### src/rtl/plc_tx_frame_scheduler.sv
// rtl/plc_tx_frame_scheduler.sv - round-robin framer sharing the serializer FIFO among byte sources
module plc_tx_frame_scheduler #(
  parameter int         N_SRC     = 4,
  parameter logic [7:0] SYNC_BYTE = 8'hA5,
  parameter int         GAP_CYC   = 8
) (
  input  logic               clk,
  input  logic               rst,
  input  logic [N_SRC-1:0]   src_req,
  input  logic [4*N_SRC-1:0] src_len,
  input  logic [8*N_SRC-1:0] src_data,
  output logic [N_SRC-1:0]   src_rd,
  output logic [N_SRC-1:0]   src_ack,
  output logic [N_SRC-1:0]   grant,
  input  logic               fifo_full,
  output logic               wr_fifo,
  output logic [7:0]         wr_data,
  input  logic               piso_done,
  output logic               busy
);

  localparam int IW = (N_SRC > 1) ? $clog2(N_SRC) : 1;
  localparam int GW = $clog2(GAP_CYC + 1);

  typedef enum logic [2:0] {
    S_IDLE, S_SYNC, S_HDR, S_PAY, S_CHK, S_DRAIN, S_GAP
  } state_t;

  state_t state, state_nx;

  logic [3:0]       rr_ptr, win_id, len_q, byte_cnt;
  logic [4:0]       done_cnt;
  logic [7:0]       chk;
  logic [GW-1:0]    gap_cnt;
  logic [N_SRC-1:0] grant_q;

  logic             arb_found;
  logic [3:0]       arb_id, arb_len;
  logic [4:0]       cand;
  logic [N_SRC-1:0] arb_onehot, win_onehot;
  logic [7:0]       pay_byte, hdr;
  logic             last_pay, drain_done, gap_last, counting;

  // Search starts one past the last winner and wraps, so every requester is reached within N_SRC steps.
  always_comb begin
    arb_found = 1'b0;
    arb_id    = rr_ptr;
    cand      = '0;
    for (int k = 1; k <= N_SRC; k++) begin
      cand = 5'(rr_ptr) + 5'(k);
      if (cand >= 5'(N_SRC)) cand = cand - 5'(N_SRC);
      if (!arb_found && src_req[cand[IW-1:0]]) begin
        arb_found = 1'b1;
        arb_id    = 4'(cand);
      end
    end
  end

  always_comb begin
    pay_byte   = '0;
    arb_len    = '0;
    arb_onehot = '0;
    win_onehot = '0;
    for (int i = 0; i < N_SRC; i++) begin
      arb_onehot[i] = (arb_id == 4'(i));
      win_onehot[i] = (win_id == 4'(i));
      if (win_id == 4'(i)) pay_byte = src_data[8*i +: 8];
      if (arb_id == 4'(i)) arb_len = src_len[4*i +: 4];
    end
  end

  assign hdr        = {win_id, len_q};
  assign last_pay   = (byte_cnt == len_q - 4'd1);
  assign drain_done = (done_cnt >= 5'(len_q) + 5'd3);
  assign gap_last   = (gap_cnt == GW'(GAP_CYC - 1));
  assign counting   = (state != S_IDLE) && (state != S_GAP);
  assign busy       = (state != S_IDLE);
  assign grant      = grant_q;

  always_ff @(posedge clk) begin
    if (rst) state <= S_IDLE;
    else     state <= state_nx;
  end

  always_comb begin
    state_nx = state;
    wr_fifo  = 1'b0;
    wr_data  = '0;
    src_rd   = '0;
    src_ack  = '0;
    case (state)
      S_IDLE: if (arb_found) state_nx = S_SYNC;
      S_SYNC: begin
        wr_fifo = !fifo_full;
        wr_data = SYNC_BYTE;
        if (wr_fifo) state_nx = S_HDR;
      end
      S_HDR: begin
        wr_fifo = !fifo_full;
        wr_data = hdr;
        if (wr_fifo) state_nx = (len_q == 4'd0) ? S_CHK : S_PAY;
      end
      S_PAY: begin
        wr_fifo = !fifo_full;
        wr_data = pay_byte;
        src_rd  = wr_fifo ? win_onehot : '0;
        if (wr_fifo && last_pay) state_nx = S_CHK;
      end
      S_CHK: begin
        wr_fifo = !fifo_full;
        wr_data = chk;
        if (wr_fifo) state_nx = S_DRAIN;
      end
      S_DRAIN: begin
        if (drain_done) begin
          src_ack  = grant_q;
          state_nx = S_GAP;
        end
      end
      S_GAP:   if (gap_last) state_nx = S_IDLE;
      default: state_nx = S_IDLE;
    endcase
  end

  always_ff @(posedge clk) begin
    if (rst) begin
      rr_ptr   <= 4'(N_SRC - 1);
      win_id   <= '0;
      len_q    <= '0;
      byte_cnt <= '0;
      done_cnt <= '0;
      chk      <= '0;
      gap_cnt  <= '0;
      grant_q  <= '0;
    end else begin
      case (state)
        S_IDLE: begin
          if (arb_found) begin
            grant_q  <= arb_onehot;
            win_id   <= arb_id;
            rr_ptr   <= arb_id;
            len_q    <= arb_len;
            chk      <= '0;
            done_cnt <= '0;
            byte_cnt <= '0;
          end
        end
        S_HDR: if (wr_fifo) chk <= hdr;
        S_PAY: begin
          if (wr_fifo) begin
            chk      <= chk ^ pay_byte;
            byte_cnt <= byte_cnt + 4'd1;
          end
        end
        S_DRAIN: begin
          if (drain_done) begin
            grant_q <= '0;
            gap_cnt <= '0;
          end
        end
        S_GAP:   gap_cnt <= gap_cnt + GW'(1);
        default: ;
      endcase
      // Serializer may shift bytes out while later bytes of the same frame are still being written.
      if (counting && piso_done && done_cnt != 5'h1F) done_cnt <= done_cnt + 5'd1;
    end
  end

endmodule

### config.mk
export PLATFORM = sky130hd
export DESIGN_NAME = plc_tx_frame_scheduler
export DESIGN_NICKNAME = d
export VERILOG_FILES = /design/src/rtl/plc_tx_frame_scheduler.sv
export SDC_FILE = /design/constraint.sdc
export NUM_CORES = 1
export LEC_CHECK = 0
export ABC_AREA = 1
export CORE_MARGIN = 2
export CORE_UTILIZATION = 45
export CTS_CLUSTER_DIAMETER = 200
export DETAILED_ROUTE_END_ITERATION = 16
export PLACE_DENSITY = 0.73
export REMOVE_ABC_BUFFERS = 1
export SETUP_SLACK_MARGIN = 0.02
export SYNTH_ARGS = -nofsm -noshare
export SYNTH_HDL_FRONTEND = slang
export SYNTH_SLANG_ARGS = --single-unit
### constraint.sdc
create_clock -name clk -period 3.16 [get_ports clk]
set_input_delay 0.632 -clock clk [delete_from_list [all_inputs] [get_ports clk]]
set_output_delay 0.632 -clock clk [all_outputs]
set_load 0.01 [all_outputs]
==> qor.yml, run 1 <==
sta:
  worstMarginPinSlew_ns: 0.6159
  tns_setup_ns: 0
  fin_crit_ns: 2.918
  maxClockFrequency_mhz: 342.7
  timing.final.crit_share_pct: 92.34
  timing.final.ws_setup_ns: 0.2421
  timing.final.setup_violations: 0
  final_max_slew_viol_count: 0
  rsz0062_at_grt: "false"
  finClkSkew_ns: 0.006578
  relSlewSlack_pct: 58.62
  final_hold_violation_count: 0
critical_path:
  worst_r2r_startpoint: "rr_ptr[1]"
  startpoint: "fifo_full"
  worstSetupPathType: "in2out"
  critPathCaptureType: "output port"
  timing.critical_path.arrival_ns: 2.29
  worstSetupStartpointType: "input pin"
  worstPathMaxFanout: 4
  required_ns: 2.53
floorplanning:
  start_util_pct: 45.97
  std_cell_rows: 32
  fp.coreArea_mm2: 0.007607
  dieArea_mm2: 0.008493
  die_height_um: 92.16
  io_pins: 78
  die_x_um: 92.16
drt:
  vias: 3839
  post_drt_via_cell_ratio: 5.332
  firstDrtPassIters: 4
  final_routed_drc_violation_total: 0
  wire_per_inst_um: 12.79
  detail_route.wirelength_um: 9208
  detailedRoute.firstIterationViolations: 177
  drtAntennaViolNets: 0
yosys:
  number_of_standard_cells_after_synthesis: 534
  synth_area_leader_cell: "dfxtp_1"
  syn_area_per_cell_um2: 6.549
  muxShareOfSynthArea_pct: 0
  synth_area_leaders: "dfxtp_1, nand2_1, ha_1, o21ai_0, inv_1"
  synthAdderAreaFrac_pct: 8.587
  netlist.area_leader.share_pct: 21.75
  synth_seq_cells: 38
  synth_top_family_by_area: "simple AND/OR/NAND/NOR gates"
  synth.yosys.warnings: 0
  area_fraction_in_and_or_nand_and_nor_cells_after_synthesis_pct: 37.78
  synth_compound_area_share_pct: 20.04
  synth_xor_area_share_pct: 1.753
  synthesis.area_mm2: 0.003497
  yosysSeqAreaShare_pct: 21.75
  ys_types: 42
global_routing:
  overflow: 0
  gr-usage-all-layers_pct: 22.55
  first_pass_grt_wire_length_um: 16060
  gr-max-usage-layer: "met2"
  via_count_of_the_first_global_routing_pass: 3675
  grt.met3_usage_pct: 3.122
  grt_start_max_net_pins: 23
  use_met2_pct: 40.63
  antenna_violations_before_repair: 0
  grt.met1_usage_pct: 28.57
job:
  maxCapViolations: 0
clock_tree:
  clkLatencyLatePin_ns: 0.29
  root_buffer: "clkbuf_8"
  cts_inserted_buffers: 5
  clock_path_buffers: 2
  tritoncts: "built"
  path_clk_slew_ns: 0.08
  clock_sinks: 38
  htree_num_levels: 2
layout:
  leading_cell_types_in_the_layout_fill_and_taps_excluded: "nand2_1, clkdlybuf4s50_1, inv_1"
  fin_nets: 697
  post_route_cells_drive_above_1_share_pct: 15.05
  multi_input_area_mm2: 0.002412
  regArea_um2: 764.5
  diodes: 0
  most_common_library_cell_in_the_layout_ignoring_fill_and_taps: "nand2_1"
  flow.area_growth_from_synthesis_pct: 30.27
  fill_cells: 741
min_path:
  hp-class: "reg2reg"
  hold_path_startpoint: "chk[1]"
outcome:
  outcome: "finished, final reports clean"
place:
  portBuffers: 77
  hpwl_um: 7204
  place_congestion: 0.8465
  place_worst_setup_slack_ns: 0.1614
power:
  power.leakage_nw: 2.019
  ir_worst_vdd_mv: 0.5710
  total_power_mw: 3.746
  power.density_mw_per_mm2: 822.2
## cell type report
type	instances	share of cell area, %
clock buffer	7	1.895
inverter	69	6.015
clock inverter	1	0.1099
tap	102	2.801
timing repair buffer	90	19.45
multi-input combinational	413	52.95
sequential	38	16.78
## per-layer routing
layer,vias up,part of all wire (%)
li1,1956,-
met1,1786,45
met2,91,49
met3,6,4.5
met4,0,0.87
met5,-,0
## Yosys cell counts (all sizes together)
master    n
nor4      2
or2       2
inv      69
a41oi     1
o21ai    65
buf       6
xnor2     1
o22ai     3
nor3      9
nor2     57
a31oi     6
nand3    41
o211ai    2
o221ai    2
o21bai    3
dfxtp    38
o32ai     1
nand3b    1
xor2      6
nand4    21
a21oi    32
nand2   126
a211oi    1
clkbuf    8
ha       24
nor3b     1
o21a      6
## power breakdown
| part | internal (mW) | switching, mW |
|---|---|---|
| sequential | 0.561 | 0.0851 |
| combinational | 0.977 | 1.78 |
| clock | 0.176 | 0.171 |
| total | 1.71 | 2.03 |
## metrics by stage
step           instance area (µm²)  std cells  hold slack [ns]  utilization, %
2_1_floorplan                 3418        520           0.4330               -
3_3_place_gp                  4392        709           0.4478           57.73
3_5_place_dp                  4392        709           0.4631           57.73
4_1_cts                       4494        717           0.4745           59.08
5_1_grt                       4556        720           0.5064           59.88
6_report                      4556        720           0.4761           59.88
## logic make-up after synthesis
group	Yosys count
buffers and inverters	83
DFF	38
adders and majority gates	24
AOI/OAI and AO/OA	122
and+or+nand+nor	260
xor gates and xnor gates	7
## path summary, 6_finish.rpt
kind	end	slack (ns)	cells after the start
min	chk[1]	0.48	2
min reg2reg	chk[1]	0.48	2
max	src_rd[0]	0.24	5
max reg2reg	len_q[0]	0.62	19
## flip-flops by register name (all words and copies together) (netlist names), 3 cells and up
signal	flops
state	3
rr_ptr	4
chk	8
grant	4
gap_cnt	4
done_cnt	5
len_q	4
byte_cnt	4
## repair_timing
action                                  CTS  global route
setup buffers                             0             3
endpoints found under the setup margin   11            10
resized for setup                         8            19
cloned                                    0             0
hold buffers                              0             0
pin swaps                                 0             2
## critical path, cell delays in order
cell             delay [ns]
clkdlybuf4s50_1        0.47
nor2_2                 0.24
inv_1                  0.12
nor4_1                 0.23
clkdlybuf4s50_1        0.60
(Power assumes the default switching activity.)
==> inputs of run 2 (changes only) <==
- CORE_MARGIN: 2 -> 8
- HOLD_SLACK_MARGIN: not set -> 0.08
==> run 2 against run 1 <==
Against the previous run:
- wire length rose by 5.9%
- count of clock-buffer cells in the layout fell by 2
- hold slack barely moved
- die area rose by 28%
==> qor.yml, run 2 (same netlist as run 1, synthesis figures left out) <==
sta:
  tns_setup_ns: 0  # unchanged
  final_max_slew_viol_count: 0  # unchanged
  timing.final.setup_violations: 0  # unchanged
  holdWs_ns: 0.4761  # -0.00009700 ns
  timing.final.ws_setup_ns: 0.1703  # -0.07173 ns
  relSlewSlack_pct: 59.29  # +0.67 points
  maxClockFrequency_mhz: 334.5  # -2.4%
  worstMarginPinSlew_ns: 0.6060  # -0.009921 ns
  fin_crit_ns: 2.990  # +0.07173 ns
  finClkSkew_ns: 0.003611  # -0.002968 ns
  timing.final.crit_share_pct: 94.61  # +2.3 points
  rsz0062_at_grt: "false"
  final_hold_violation_count: 0  # unchanged
clock_tree:
  clock_sinks: 38  # unchanged
  root_buffer: "clkbuf_8"
  cts_hold_buffers_added: 0  # unchanged
  clkLatencyLatePin_ns: 0.29  # about the same
  clock_path_buffers: 2  # unchanged
  tritoncts: "built"
  path_clk_slew_ns: 0.08  # about the same
  htree_num_levels: 2  # unchanged
  cts_inserted_buffers: 5  # unchanged
floorplanning:
  std_cell_rows: 32  # unchanged
  fp.coreArea_mm2: 0.007647  # +0.53%
  io_pins: 78  # unchanged
  die_x_um: 104.2  # +13%
  dieArea_mm2: 0.01085  # +28%
  start_util_pct: 45.73  # -0.24 points
  die_height_um: 104.2  # +13%
global_routing:
  grt_start_max_net_pins: 20  # -13%
  first_pass_grt_wire_length_um: 16700  # +4.0%
  antenna_violations_before_repair: 0  # unchanged
  overflow: 0  # unchanged
  via_count_of_the_first_global_routing_pass: 3670  # -0.14%
  gr-usage-all-layers_pct: 17.92  # -4.6 points
layout:
  largest_register_ffs: 8  # unchanged
  diodes: 0  # unchanged
  flow.area_growth_from_synthesis_pct: 29.87
  leading_cell_types_in_the_layout_fill_and_taps_excluded: "nand2_1, clkdlybuf4s50_1, inv_1"
  largest-register: "chk"
  biggestRegsByFlops: "chk x8, done_cnt x5"
  fin_nets: 696  # -0.14%
  most_common_library_cell_in_the_layout_ignoring_fill_and_taps: "nand2_1"
  fill_cells: 737  # -0.54%
  post_route_cells_drive_above_1_share_pct: 14.42  # -0.62 points
power:
  total_power_mw: 3.811  # +1.8%
  ir_worst_vdd_mv: 0.5438  # -4.8%
  power.leakage_nw: 1.979  # -2.0%
  power.density_mw_per_mm2: 839.2  # +2.1%
outcome:
  outcome: "finished, final reports clean"
drt:
  firstDrtPassIters: 5  # +1
  detail_route.wirelength_um: 9753  # +5.9%
  vias: 3823  # -0.42%
  wire_per_inst_um: 13.56  # +6.1%
  final_routed_drc_violation_total: 0  # unchanged
  detailedRoute.firstIterationViolations: 164  # -7.3%
  drtAntennaViolNets: 0  # unchanged
  post_drt_via_cell_ratio: 5.317  # -0.28%
critical_path:
  worstSetupStartpointType: "flop"
  critPathCaptureType: "output port"
  worstSetupPathType: "reg2out"
  required_ns: 2.53  # about the same
  worstPathMaxFanout: 8  # +4
  timing.critical_path.arrival_ns: 2.36  # +0.07 ns
place:
  portBuffers: 77  # unchanged
  hpwl_um: 7809  # +8.4%
  place_congestion: 0.8446  # -0.22%
  place_worst_setup_slack_ns: 0.1528  # -0.008554 ns
min_path:
  hp-class: "reg2reg"
job:
  maxCapViolations: 0  # unchanged
-- run 2: timing repair --
item	4_1_cts	5_1_grt
cloned	0	0
setup buffers	0	1
setup endpoints to repair	7	12
gates resized for setup	9	13
-- run 2: path summary, 6_finish.rpt --
kind / start / endpoint / slack, ns / depth (start not counted)
setup / recovery: rr_ptr[2] / wr_data[1] / 0.17 / 10
hold / removal: chk[3] / chk[3] / 0.48 / 2
setup reg to reg: rr_ptr[2] / len_q[0] / 0.60 / 22
hold reg to reg: chk[3] / chk[3] / 0.48 / 2
-- run 2: critical path: stages, from the launching register on --
cell and delay [ns]:
dfxtp_1 0.32, inv_2 0.11, ha_1 0.18, inv_1 0.07, nor2_1 0.08, buf_4 0.15, o21ai_0 0.08, o21ai_0 0.16
o21ai_1 0.15, o221ai_1 0.19, clkdlybuf4s50_1 0.58
-- run 2: layout make-up --
| class | instances | area, µm² | area share (%) |
|---|---|---|---|
| Clock buffer | 5 | 68.82 | 1.515 |
| Inverter | 69 | 274.0 | 6.033 |
| Multi-Input combinational cell | 413 | 2401 | 52.86 |
| Sequential cell | 38 | 762.0 | 16.78 |
| Clock inverter | 3 | 40.04 | 0.8815 |
| Tap cell | 102 | 127.6 | 2.810 |
| Timing Repair Buffer | 89 | 868.3 | 19.12 |
-- run 2: per-layer routing --
layer / global-route usage (%) / vias up / part of all wire [%]
li1: - / 1958 / -
met1: 21.58 / 1749 / 45
met2: 30.89 / 103 / 49
met3: 3.841 / 13 / 4.0
met4: 5.688 / 0 / 1.6
met5: 0 / - / 0
-- run 2: per-stage QoR --
step                cell area (µm²)  utilization [%]  cells
floorplan                      3418                -    520
global placement               4399            57.53    710
global route                   4542            59.39    719
finish                         4542            59.39    719
CTS                            4507            58.93    718
detailed placement             4399            57.53    710
-- run 2: power by group --
part	leakage [nW]	switching, mW	internal, mW
clock network	0.0579	0.175	0.232
registers	0.309	0.0815	0.560
logic	1.61	1.79	0.973
